[src/rtl/game_pkg.sv]
// Shared game constants: play-field geometry, pixel colours and the renderer state type.
package game_pkg;

    localparam int NUM_COLS = 40;
    localparam int COL_W    = 4;
    localparam int PLAY_H   = 80;
    localparam int Y_BASE   = 84;
    localparam int GAP      = 12;
    localparam int BIRD_W   = 2;
    localparam int BIRD_H   = 4;

    localparam logic [2:0] COL_BG   = 3'b011;
    localparam logic [2:0] COL_PIPE = 3'b110;
    localparam logic [2:0] COL_BIRD = 3'b100;

    typedef enum logic [1:0] {IDLE, FETCH, DRAW, DONE} state_t;

endpackage

[src/rtl/pixel_classify.sv]
// Combinational pixel classifier: decides bird / pipe / background for one play-field pixel.
module pixel_classify
    import game_pkg::*;
#(
    parameter int BIRD_W = game_pkg::BIRD_W,
    parameter int BIRD_H = game_pkg::BIRD_H,
    parameter int GAP    = game_pkg::GAP
) (
    input  logic [7:0] sx,
    input  logic [6:0] row,
    input  logic [6:0] bird_q,
    input  logic [6:0] pipe_q,
    output logic [2:0] colour,
    output logic       is_bird,
    output logic       is_pipe
);

    logic [7:0] row8;
    logic [7:0] bird_top;
    logic [7:0] pipe_top;

    // Extended to 8 bits so the tops of the bird and the gap never wrap.
    assign row8     = {1'b0, row};
    assign bird_top = {1'b0, bird_q} + 8'(BIRD_H - 1);
    assign pipe_top = {1'b0, pipe_q} + 8'(GAP);

    assign is_bird = (sx < 8'(BIRD_W)) && (row8 >= {1'b0, bird_q}) && (row8 <= bird_top);
    assign is_pipe = (pipe_q != 7'd0) && ((row < pipe_q) || (row8 > pipe_top));

    always_comb begin
        colour = COL_BG;
        if (is_bird) begin
            colour = COL_BIRD;
        end else if (is_pipe) begin
            colour = COL_PIPE;
        end
    end

endmodule

[src/rtl/pipe_renderer.sv]
// Frame scanner: walks the pipe column buffer and emits one registered pixel per cycle,
// drawing the bird over the pipes and recording whether the two overlapped.
module pipe_renderer
    import game_pkg::*;
#(
    parameter int NUM_COLS = game_pkg::NUM_COLS,
    parameter int COL_W    = game_pkg::COL_W,
    parameter int PLAY_H   = game_pkg::PLAY_H,
    parameter int Y_BASE   = game_pkg::Y_BASE,
    parameter int GAP      = game_pkg::GAP,
    parameter int BIRD_W   = game_pkg::BIRD_W,
    parameter int BIRD_H   = game_pkg::BIRD_H
) (
    input  logic       clk,
    input  logic       reset,
    input  logic       frame_go,
    input  logic [6:0] bird_height,
    output logic [5:0] col_rd_addr,
    input  logic [6:0] col_rd_data,
    output logic [7:0] x,
    output logic [6:0] y,
    output logic [2:0] colour,
    output logic       plot,
    output logic       busy,
    output logic       frame_done,
    output logic       hit
);

    localparam int PXW = (COL_W > 1) ? $clog2(COL_W) : 1;

    state_t           state;
    state_t           state_nxt;
    logic [5:0]       c;
    logic [5:0]       c_nxt;
    logic [PXW-1:0]   px;
    logic [6:0]       row;
    logic [6:0]       bird_q;
    logic [6:0]       pipe_q;
    logic             hit_acc;
    logic             hit_acc_nxt;
    logic             last_pix;
    logic             last_col;
    logic [7:0]       sx;
    logic [2:0]       pix_colour;
    logic             is_bird;
    logic             is_pipe;

    assign last_pix    = (px == PXW'(COL_W - 1)) && (row == 7'(PLAY_H - 1));
    assign last_col    = (c == 6'(NUM_COLS - 1));
    assign sx          = 8'(c) * 8'(COL_W) + 8'(px);
    assign hit_acc_nxt = hit_acc | (is_bird & is_pipe);

    pixel_classify #(
        .BIRD_W (BIRD_W),
        .BIRD_H (BIRD_H),
        .GAP    (GAP)
    ) u_classify (
        .sx      (sx),
        .row     (row),
        .bird_q  (bird_q),
        .pipe_q  (pipe_q),
        .colour  (pix_colour),
        .is_bird (is_bird),
        .is_pipe (is_pipe)
    );

    always_ff @(posedge clk or posedge reset) begin
        if (reset) begin
            state <= IDLE;
        end else begin
            state <= state_nxt;
        end
    end

    always_comb begin
        state_nxt = state;
        c_nxt     = c;
        case (state)
            IDLE: begin
                if (frame_go) begin
                    state_nxt = FETCH;
                    c_nxt     = 6'd0;
                end
            end
            FETCH: state_nxt = DRAW;
            DRAW: begin
                if (last_pix) begin
                    if (last_col) begin
                        state_nxt = DONE;
                    end else begin
                        state_nxt = FETCH;
                        c_nxt     = c + 6'd1;
                    end
                end
            end
            DONE: state_nxt = IDLE;
            default: state_nxt = IDLE;
        endcase
    end

    // The read address runs one cycle ahead of c so the synchronous buffer
    // already holds the column's data during the single FETCH cycle.
    always_comb begin
        col_rd_addr = c_nxt;
        busy        = (state != IDLE);
        frame_done  = (state == DONE);
    end

    always_ff @(posedge clk or posedge reset) begin
        if (reset) begin
            c       <= '0;
            px      <= '0;
            row     <= '0;
            bird_q  <= '0;
            pipe_q  <= '0;
            hit_acc <= 1'b0;
            hit     <= 1'b0;
            x       <= '0;
            y       <= '0;
            colour  <= '0;
            plot    <= 1'b0;
        end else begin
            c    <= c_nxt;
            plot <= (state == DRAW);
            case (state)
                IDLE: begin
                    if (frame_go) begin
                        bird_q  <= bird_height;
                        hit_acc <= 1'b0;
                    end
                end
                FETCH: begin
                    pipe_q <= col_rd_data;
                    px     <= '0;
                    row    <= '0;
                end
                DRAW: begin
                    x       <= sx;
                    y       <= 7'(Y_BASE) - row;
                    colour  <= pix_colour;
                    hit_acc <= hit_acc_nxt;
                    if (row == 7'(PLAY_H - 1)) begin
                        row <= '0;
                        px  <= px + PXW'(1);
                    end else begin
                        row <= row + 7'd1;
                    end
                    // Publish on entry to DONE so hit is valid alongside frame_done.
                    if (last_pix && last_col) begin
                        hit <= hit_acc_nxt;
                    end
                end
                default: ;
            endcase
        end
    end

endmodule

[config.mk]
export PLATFORM = sky130hd
export DESIGN_NAME = pipe_renderer
export DESIGN_NICKNAME = d
export VERILOG_FILES = /design/src/rtl/game_pkg.sv /design/src/rtl/pixel_classify.sv /design/src/rtl/pipe_renderer.sv
export SDC_FILE = /design/constraint.sdc
export NUM_CORES = 1
export LEC_CHECK = 0
export BUFFER_PORTS_ARGS = -buffer_cell sky130_fd_sc_hd__buf_2
export CAP_MARGIN = 0
export CORE_MARGIN = 3
export CORE_UTILIZATION = 24
export CTS_BUF_LIST = sky130_fd_sc_hd__clkbuf_4 sky130_fd_sc_hd__clkbuf_8
export DETAILED_ROUTE_END_ITERATION = 7
export GPL_TIMING_DRIVEN = 0
export PLACE_DENSITY_LB_ADDON = 0.08
export SETUP_SLACK_MARGIN = 0.15
export SLEW_MARGIN = 20
export SYNTH_ARGS = -nofsm -noshare
export SYNTH_HDL_FRONTEND = slang
export SYNTH_SLANG_ARGS = --single-unit
[constraint.sdc]
create_clock -name clk -period 2.3 [get_ports clk]
set_input_delay 0.23 -clock clk [delete_from_list [all_inputs] [get_ports clk]]
set_output_delay 0.23 -clock clk [all_outputs]
set_load 0.005 [all_outputs]
==> metrics.yaml <==
floorplan:
  dieArea_mm2: 0.0150
  start_util_pct: 25.1
  fp.dieW_um: 122
  io-pin-count: 45
  core.rowCount: 41
  die_y_um: 122
  core_area_mm2: 0.0129
min_path:
  hp-class: "input port to flip-flop"
job:
  drv_cap: 0
drt:
  drt_first_iter_violations: 113
  drt-wirelength-per-cell_um: 16.2
  dr.pass1.iters: 4
  postRouteAntennaNets: 0
  via_per_inst: 4.71
  wl_mm: 9.53
  vias: 2778
  drc: 0
timing:
  slew_headroom_pct: 65.4
  timing.final.crit_share_pct: 107
  setup_tns_ps: -394
  rsz0062_at_grt: "true"
  hold_violations: 0
  skew_ps: 11.1
  worstMarginPinSlew_ps: 519
  worst_slack_ps: -166
  fmax_ghz: 0.406
  final-setup-viol-count: 4
  slew_viol_final: 0
  fin_crit_ps: 2470
clock_network:
  htreeDepth: 2
  cts.sink_count: 52
  cts_tree: "done"
  max-clock-path-buffers: 2
  path_clk_slew_ps: 110
  clk_latency_ps: 320
  cts_root_buffer: "clkbuf_8"
  numCtsBuffers: 5
final_layout:
  drive_above_1_share_pct: 42.1
  diodes: 0
  area_growth_pct: 36.5
  nets: 473
  finalInstanceArea_mm2: 0.00444
  fin_util_pct: 34.3
global_routing:
  grt_pass1_vias: 2882
  antenna_found_initial: 0
  gr-usage-all-layers_pct: 12.9
  grt_max_degree: 34
  grt_first_pass_wirelength_mm: 15.0
  grt_overflow: 0
synthesis:
  synth.distinct_cells: 48
  synth_enable_flop_cells: 0
  ys_top_cells_by_area: "dfrtp_1 (40%), ha_1 (15%), mux2_2 (7.3%), o21ai_0 (3.7%), inv_1 (3.2%)"
  ys_warn_count: 0
  yosysSeqAreaShare_pct: 40.0
  syn-mean-instance-area_um2: 9.88
  synthesis.instances: 329
  netlist.area_leader.share_pct: 40.0
  ys_ff_latch: 52
  synthFlopType: "dfrtp_1"
  yosys.area.top_type: "dfrtp_1"
  synth_fp_nets: 385
  synth_area_mm2: 0.00325
  ys_async_sr_fraction_pct: 100
pwr:
  power_density_mw_per_mm2: 1030
  switching_power_mw: 1.94
  clkPwrFrac_pct: 13.0
  swShare_pct: 42.3
  p_total_mw: 4.59
  vdd_drop_max_mv: 0.354
  p_leak_nw: 2.03
  intPower_mw: 2.65
  p_seq_share_pct: 30.5
  combPwrFrac_pct: 56.5
worst_setup_path:
  reg2reg_depth: 10
  timing.rr.end: "colour[0]$_DFFE_PP0P_"
  r2r_setup_slack_ps: 40
  critPathMaxFanout: 7
  critPathLaunch: "row[1]$_DFFE_PP0P_"
  end_kind: "output pin"
  crit_type: "flip-flop to output pin"
  critical_path_arrival_ps: 2240
  cp-start-kind: "flip-flop"
  r2r_start: "bird_q[4]$_DFFE_PP0P_"
  crit_required_ps: 2070
  critPathCapture: "col_rd_addr[3]"
run_status:
  status: "finished with violations"
  violations: "negative setup slack"
placement:
  pre_cts_ws_ps: -246
  numPortBuffers: 44
  dp_hpwl_mm: 6.54
  placed_cell_area_mm2: 0.00371
  gp_congestion: 0.784
[kinds of logic after synthesis]
logic type	count (synthesis)	synth area share, %
AND/OR/NAND/NOR	88	14.4
AO/OA/AOI/OAI	74	14.0
flip-flops	52	40.0
buffers and inverters	39	5.00
adder cells (fa/ha/maj)	39	15.0
multiplexers	22	7.58
XOR/XNOR	15	4.04
[how the worst min path moves through the flow]
stage | start | endpoint | slack, ps | cells after the start
final | col_rd_data[1] | pipe_q[1]$_DFFE_PP0P_ | 120 | 3
after global routing | col_rd_data[5] | pipe_q[5]$_DFFE_PP0P_ | 120 | 3
after CTS | col_rd_data[1] | pipe_q[1]$_DFFE_PP0P_ | 110 | 3
after detailed placement | reset | bird_q[4]$_DFFE_PP0P_ | 210 | 2
after global placement | col_rd_data[1] | pipe_q[1]$_DFFE_PP0P_ | 440 | 3
after floorplan | col_rd_data[1] | pipe_q[1]$_DFFE_PP0P_ | 350 | 2
[layout by cell type (no fill, tap or decap), drive strengths merged, types with 9 or more instances in the layout]
master,n
nand4,10
nand2,20
xnor2,12
nor3,9
mux2,21
ha,39
dfrtp,52
o21ai,24
a21oi,19
clkbuf,14
nor2,18
inv,28
buf,83
[routing by layer]
layer	global-route usage, %	share of wire (%)	wire, um
met1	17.1	46	4430
met2	21.5	49	4670
met3	2.30	3.1	300
met4	3.78	1.3	127
met5	0	0	0
[flip-flops by register name, summed over array words and instances, names as in the netlist]
| signal | flops |
|---|---|
| y | 7 |
| hit | 1 |
| plot | 1 |
| colour | 3 |
| hit_acc | 1 |
| c | 6 |
| px | 2 |
| x | 8 |
| pipe_q | 7 |
| state | 2 |
| row | 7 |
| bird_q | 7 |
[synthesized netlist by cell type (2+ instances only)]
library cell	number
a21o_1	4
a22o_1	2
a22oi_1	2
nor3_1	8
nand2b_1	3
nand3_1	8
clkbuf_1	6
a311oi_1	2
nand4b_1	2
nand2_1	20
a21oi_1	19
xor2_1	3
o2111ai_1	2
buf_6	2
o2bb2ai_1	2
ha_1	39
nand4_1	10
nor2b_1	3
mux2_2	21
dfrtp_1	52
o21ai_0	24
o22ai_1	5
nor2_1	18
xnor2_1	12
o211ai_1	3
a31oi_1	2
inv_1	28
and3_1	7
[timing repair]
item                                   in CTS  in global routing
gates cloned                                0                  0
setup endpoints to repair                  25                 19
endpoints found under the hold margin      19                  0
hold buffers                                1                  0
resized for setup                          55                 38
buffers inserted                           26                  9
pin swaps                                  22                 21
[cell type report]
type                       count  area [um^2]
tap                          172          215
timing repair buffer          81          532
fill                        1375         8490
clock buffer                   7         90.1
inverter                      29          113
multi-input combinational    238         2090
buffer                        10         80.1
sequential                    52         1310
clock inverter                 1         7.51
[through the flow]
| step | instances | hold slack (ps) |
|---|---|---|
| after detailed placement | 546 | 207 |
| final | 590 | 116 |
| after CTS | 581 | 112 |
| after floorplan | 329 | 347 |
| after global routing | 590 | 117 |
| after global placement | 545 | 442 |
[power by group through the flow]
stage               combinational, mW  sequential (mW)  clock [mW]
CTS                              2.32             1.39       0.619
global route                     2.90             1.44       0.672
finish                           2.59             1.40       0.596
global placement                 1.84             1.42           0
detailed placement               1.85             1.42           0
floorplan                        1.31             1.36           0
[worst max-delay path: stages, from the launching register on]
cell and delay [ps]:
dfrtp_2 450, ha_4 170, and3_4 140, buf_6 110, and3_4 160, buf_8 130, and3_4 160, mux2_2 260
a22o_1 190, buf_2 130
Power figures use the tool's default switching activity.
